<file path="config.mk">
export PLATFORM = sky130hd
export DESIGN_NAME = reboot_sequencer
export DESIGN_NICKNAME = d
export VERILOG_FILES = /design/src/rtl/boot_pkg.sv /design/src/rtl/button_longpress.sv /design/src/rtl/reboot_sequencer.sv
export SDC_FILE = /design/constraint.sdc
export NUM_CORES = 1
export LEC_CHECK = 0
export ABC_AREA = 1
export CAP_MARGIN = 15
export CORE_MARGIN = 5
export CORE_UTILIZATION = 35
export CTS_CLUSTER_SIZE = 28
export DETAILED_ROUTE_END_ITERATION = 16
export SLEW_MARGIN = 5
export SYNTH_ARGS = -nofsm -noshare
export SYNTH_HDL_FRONTEND = slang
export SYNTH_SLANG_ARGS = --single-unit
</file>
<file path="constraint.sdc">
create_clock -name clk -period 1.8 [get_ports clk]
set_input_delay 0.54 -clock clk [delete_from_list [all_inputs] [get_ports clk]]
set_output_delay 0.54 -clock clk [all_outputs]
set_load 0.02 [all_outputs]
</file>
<file path="src/rtl/boot_pkg.sv">
// Shared types and constants for the warm-boot reboot sequencer.
// Holds the FSM encoding, image selectors and the request arbiter.
package boot_pkg;

  typedef enum logic [1:0] {
    ST_IDLE   = 2'd0,
    ST_DETACH = 2'd1,
    ST_FIRE   = 2'd2
  } state_e;

  localparam logic [1:0] IMG_SPRINGBOARD = 2'd0;
  localparam logic [1:0] IMG_DFU         = 2'd1;
  localparam logic [1:0] IMG_USER        = 2'd2;
  localparam logic [1:0] IMG_INVALID     = 2'd3;

  // Returns {valid, image}; DFU_DETACH beats software requests, which beat the button.
  function automatic logic [2:0] arbitrate(input logic       dfu,
                                           input logic       req,
                                           input logic [1:0] img,
                                           input logic       lp);
    logic [2:0] res;
    if (dfu) begin
      res = {1'b1, IMG_DFU};
    end else if (req && (img != IMG_INVALID)) begin
      res = {1'b1, img};
    end else if (lp) begin
      res = {1'b1, IMG_DFU};
    end else begin
      res = 3'b000;
    end
    return res;
  endfunction

endpackage

</file>
<file path="src/rtl/button_longpress.sv">
// Push-button front end: two-flop synchronizer, debounce and long-press detect.
// Emits a single-cycle request once per debounced press held long enough.
module button_longpress #(
  parameter int DEBOUNCE_CYCLES  = 4800,
  parameter int LONGPRESS_CYCLES = 96000000,
  parameter int CW               = 27
) (
  input  logic clk,
  input  logic rst,
  input  logic i_button,
  output logic o_press_req
);
  import boot_pkg::*;

  logic          sync1_q;
  logic          sync2_q;
  logic [1:0]    vld_q;
  logic          db_q;
  logic [CW-1:0] db_cnt_q;
  logic [CW-1:0] lp_cnt_q;
  logic          fired_q;
  logic          armed_q;
  logic          req_q;

  // Arming needs a genuine released sample, so a button held through reset stays inert.
  always_ff @(posedge clk) begin
    if (rst) begin
      sync1_q  <= 1'b0;
      sync2_q  <= 1'b0;
      vld_q    <= 2'b00;
      db_q     <= 1'b0;
      db_cnt_q <= '0;
      lp_cnt_q <= '0;
      fired_q  <= 1'b0;
      armed_q  <= 1'b0;
      req_q    <= 1'b0;
    end else begin
      sync1_q <= i_button;
      sync2_q <= sync1_q;
      vld_q   <= {vld_q[0], 1'b1};
      req_q   <= 1'b0;

      if (sync2_q != db_q) begin
        if (db_cnt_q == CW'(DEBOUNCE_CYCLES - 1)) begin
          db_q     <= sync2_q;
          db_cnt_q <= '0;
        end else begin
          db_cnt_q <= db_cnt_q + 1'b1;
        end
      end else begin
        db_cnt_q <= '0;
      end

      if (vld_q[1] && !sync2_q && !db_q) begin
        armed_q <= 1'b1;
      end

      if (db_q && armed_q) begin
        if (!fired_q) begin
          if (lp_cnt_q == CW'(LONGPRESS_CYCLES - 1)) begin
            req_q    <= 1'b1;
            fired_q  <= 1'b1;
            lp_cnt_q <= '0;
          end else begin
            lp_cnt_q <= lp_cnt_q + 1'b1;
          end
        end
      end else begin
        lp_cnt_q <= '0;
        fired_q  <= 1'b0;
      end
    end
  end

  assign o_press_req = req_q;

endmodule

</file>
<file path="src/rtl/reboot_sequencer.sv">
// Reboot sequencer: arbitrates reboot sources, detaches USB, then fires warm boot.
// o_mode/o_boot feed the warm-boot primitive wrapper directly.
module reboot_sequencer #(
  parameter int DETACH_CYCLES    = 48000,
  parameter int DEBOUNCE_CYCLES  = 4800,
  parameter int LONGPRESS_CYCLES = 96000000
) (
  input  logic       clk,
  input  logic       rst,
  input  logic       i_req,
  input  logic [1:0] i_req_image,
  input  logic       i_dfu_detach,
  input  logic       i_button,
  output logic [1:0] o_mode,
  output logic       o_boot,
  output logic       o_usb_pullup_en,
  output logic       o_busy
);
  import boot_pkg::*;

  localparam int MAX_AB = (DETACH_CYCLES > DEBOUNCE_CYCLES) ? DETACH_CYCLES : DEBOUNCE_CYCLES;
  localparam int MAX_P  = (MAX_AB > LONGPRESS_CYCLES) ? MAX_AB : LONGPRESS_CYCLES;
  localparam int CW     = (MAX_P > 1) ? $clog2(MAX_P) : 1;

  state_e        state_q;
  logic [CW-1:0] cnt_q;
  logic [1:0]    mode_q;
  logic          boot_q;
  logic          pullup_q;
  logic          busy_q;
  logic          lp_req_s;
  logic [2:0]    sel_s;

  button_longpress #(
    .DEBOUNCE_CYCLES (DEBOUNCE_CYCLES),
    .LONGPRESS_CYCLES(LONGPRESS_CYCLES),
    .CW              (CW)
  ) u_button (
    .clk        (clk),
    .rst        (rst),
    .i_button   (i_button),
    .o_press_req(lp_req_s)
  );

  assign sel_s = arbitrate(i_dfu_detach, i_req, i_req_image, lp_req_s);

  // Sequencer FSM; once out of IDLE every request is ignored until reset.
  always_ff @(posedge clk) begin
    if (rst) begin
      state_q  <= ST_IDLE;
      cnt_q    <= '0;
      mode_q   <= IMG_USER;
      boot_q   <= 1'b0;
      pullup_q <= 1'b1;
      busy_q   <= 1'b0;
    end else begin
      case (state_q)
        ST_IDLE: begin
          if (sel_s[2]) begin
            state_q  <= ST_DETACH;
            mode_q   <= sel_s[1:0];
            cnt_q    <= CW'(DETACH_CYCLES - 1);
            pullup_q <= 1'b0;
            busy_q   <= 1'b1;
          end
        end
        ST_DETACH: begin
          if (cnt_q == '0) begin
            state_q <= ST_FIRE;
            boot_q  <= 1'b1;
          end else begin
            cnt_q <= cnt_q - 1'b1;
          end
        end
        ST_FIRE: begin
          boot_q   <= 1'b1;
          pullup_q <= 1'b0;
          busy_q   <= 1'b1;
        end
        default: begin
          state_q  <= ST_IDLE;
          cnt_q    <= '0;
          mode_q   <= IMG_USER;
          boot_q   <= 1'b0;
          pullup_q <= 1'b1;
          busy_q   <= 1'b0;
        end
      endcase
    end
  end

  assign o_mode          = mode_q;
  assign o_boot          = boot_q;
  assign o_usb_pullup_en = pullup_q;
  assign o_busy          = busy_q;

endmodule

</file>
==> reports/qor.txt <==
outcome: completed
max-slew violations: 0
commonest non-fill, non-tap cells in the layout: nand2_1 (171), nor2_1 (139), inv_1 (106), dfxtp_1 (94), buf_4 (49)
Top Family by Delay on Critical Path: buffers and inverters
total CTS buffers: 9
CP startpoint kind: input pin
Setup CP Type: input pin to flip-flop
largest net degree at the start of global routing: 19
Yosys cell types: 41
post-route ant nets: 0
CTS tree: done
CP Capture Type: flip-flop
Die H: 134 um
CTS Buffer Depth: 2
vias in the first global route: 4534
Peak VDD IR: 0.469 mV
Tot GR Track Use: 0.142
Post-DP HPWL: 9.05 mm
ratio of cells with drive above 1 in the final layout: 0.165
Final Non-Filler Cells: 1049
Max-cap violations: 0
gr busiest metal: met2
Clk Latency, worst-skew pair: 0.35 ns
final worst slack: 0.108 ns
Finished Cell Area: 6360 um2
Crit path top cell by count: nor2_4
Fin Hold WS: 0.416 ns
WP buf/inv: 3
P_leak: 2.55 nW
antenna violations before repair: 0
Buffers on Ports: 11
syn nets: 809
P per Cell Area: 760 nW/um2
final worst-path cycle share: 0.940
Cell Area, Synth: 5350 um2
Ant. Diodes: 0
met2 usage: 0.227
commonest non-fill, non-tap cell in the layout: nand2_1
Pre-antenna DRT Iters: 4
Core ar.: 15100 um2
worst path cell trace: clkdlybuf4s50_1, nand2_1, a21oi_2, nand3_2, inv_2, nor2_4, nand2_8, nor2_4, buf_4, a21oi_1
DR DRC count: 0
Initial Utilization: 0.355
CTS root buf: clkbuf_16
Post-Synthesis Cells: 796
met1 global-route usage: 0.192
CP max stage cell: clkdlybuf4s50_1
clock skew: 0.00848 ns
I/O pin count: 12
DIE AREA: 17900 um2
Post-Syn Area per Cell: 6.72 um2
initial drt markers: 284
Final Critical Period: 1.69 ns
RSZ-0062 raised after global routing: yes
via count: 4881
Setup WS pre-CTS: -0.340 ns
Post-DP Area: 5960 um2
Final Hold Viols: 0
CTS Sinks: 96
Hold Buf Count CTS: 0
Via density: 4.65
Min-Delay Path Class: flip-flop to flip-flop
H-tree level count: 3
met3 Resource Use GR: 0.0355
Setup violations, final: 0
Slew Limit Headroom: 0.705
final WL: 12.0 mm
# rows: 45
GPL Wtd Cong: 0.829
Synthesis Warnings: 0
Clock Pin Slew Worst Setup and Hold Paths: 0.07 ns
sequential area share after synthesis: 0.359
Placed Cells: 1026
Seq cells post-synth: 96
overall die width: 134 um
f_max: 591 MHz
Largest stage delay, worst path: 0.47 ns
P&R area growth vs syn: 18.8%
nets@finish: 869
filler instances: 1614
critical path required time: 2.09 ns
first-pass GRT wire length: 21.1 mm
CP arrival: 1.98 ns
DR WL/cell: 11.5 um
Crit Path Max Fanout: 17
GR Overflow Total: 0
Worst Tran Pin Value: 0.439 ns
Final Util: 0.421
==> flip-flops by register name (all words and copies together) (netlist names) <==
| name | cells |
|---|---|
| u_button.db_cnt_q | 27 |
| u_button.db_q | 1 |
| u_button.sync2_q | 1 |
| cnt_q | 27 |
| u_button.armed_q | 1 |
| u_button.o_press_req | 1 |
| u_button.sync1_q | 1 |
| o_boot | 1 |
| state_q | 2 |
| u_button.fired_q | 1 |
| o_mode | 2 |
| u_button.lp_cnt_q | 27 |
| u_button.vld_q | 2 |
| o_usb_pullup_en | 1 |
| o_busy | 1 |
==> worst register-to-register path: stages (launching register included) <==
cell     delay, ns
dfxtp_2       0.36
ha_4          0.15
nand2_2       0.06
nor2_2        0.12
nand2_2       0.07
buf_6         0.12
nor2_4        0.13
nand2_4       0.08
nor2_4        0.16
nand2_4       0.09
nor2_1        0.09
nand2_1       0.05
nand2_1       0.06
nor2_1        0.03
==> final timing paths <==
path	from	end	slack (ns)	cells after the start
worst max-delay path	i_req_image[0]	cnt_q[11]$_SDFFE_PP0P_	0.11	10
worst min-delay path	u_button.vld_q[0]$_DFF_P_	u_button.vld_q[1]$_SDFF_PP0_	0.42	2
worst max register to register	u_button.db_cnt_q[1]$_SDFF_PP0_	u_button.db_cnt_q[26]$_SDFF_PP0_	0.11	13
worst min register to register	u_button.vld_q[0]$_DFF_P_	u_button.vld_q[1]$_SDFF_PP0_	0.42	2
==> cell families after synthesis <==
group                      count (synthesis)  share of synthesized area
AOI/OAI and AO/OA                         90                     0.0980
xor gates and xnor gates                  18                     0.0295
adders and majority gates                  6                     0.0140
buffers and inverters                    126                     0.0998
DFF                                       96                      0.359
and+or+nand+nor                          460                      0.400
==> per-stage QoR <==
step                      total power [mW]  setup TNS [ns]
after floorplan                       2.83               0
after global placement                3.08          -12.63
after detailed placement              3.08          -13.15
after CTS                             4.87               0
after global routing                  5.09          -0.162
final                                 4.83               0
==> per-layer routing <==
| metal | up-vias | part of all wire |
|---|---|---|
| li1 | 2659 | - |
| met1 | 2176 | 0.52 |
| met2 | 40 | 0.45 |
| met3 | 6 | 0.030 |
| met4 | 0 | 0.0065 |
| met5 | - | 0 |
==> report_power, final <==
part | leakage [nW] | total [mW] | internal, mW | switching (mW)
Sequential | 0.781 | 2.26 | 2.20 | 0.0600
Combinational | 1.64 | 0.785 | 0.304 | 0.480
Clock | 0.123 | 1.79 | 0.942 | 0.847
==> cells in the mapped netlist (all sizes together) <==
cell type / number / share of area
nand4: 25 / 0.029
nand2: 188 / 0.14
o21bai: 1 / 0.0014
nor2: 157 / 0.13
o31ai: 1 / 0.0014
nor3b: 7 / 0.0098
o22ai: 1 / 0.0012
xnor2: 7 / 0.011
or2: 4 / 0.0047
a211oi: 1 / 0.0014
a21oi: 57 / 0.064
o21ai: 25 / 0.023
nand3: 48 / 0.049
nor3: 26 / 0.028
a31oi: 2 / 0.0023
o211ai: 1 / 0.0014
nand3b: 3 / 0.0042
inv: 111 / 0.078
nor4: 2 / 0.0023
ha: 6 / 0.014
a21o: 1 / 0.0016
clkbuf: 2 / 0.0014
xor2: 11 / 0.018
dfxtp: 96 / 0.36
buf: 13 / 0.021
==> final cells by class <==
type / instances / area [um2] / share of cell area
clock inverter: 4 / 28.8 / 0.00453
tap: 188 / 235 / 0.0370
clock buffer: 12 / 236 / 0.0372
inverter: 111 / 419 / 0.0659
sequential: 96 / 1920 / 0.303
timing repair buffer: 64 / 543 / 0.0854
multi-input combinational: 574 / 2970 / 0.467
==> what timing repair did <==
| item | in CTS | in global routing |
|---|---|---|
| pin swaps | 0 | 13 |
| gates resized for setup | 5 | 25 |
| buffers inserted | 0 | 7 |
| endpoints found under the setup margin | 5 | 45 |
Note: power is estimated with default switching activity, not from simulation.
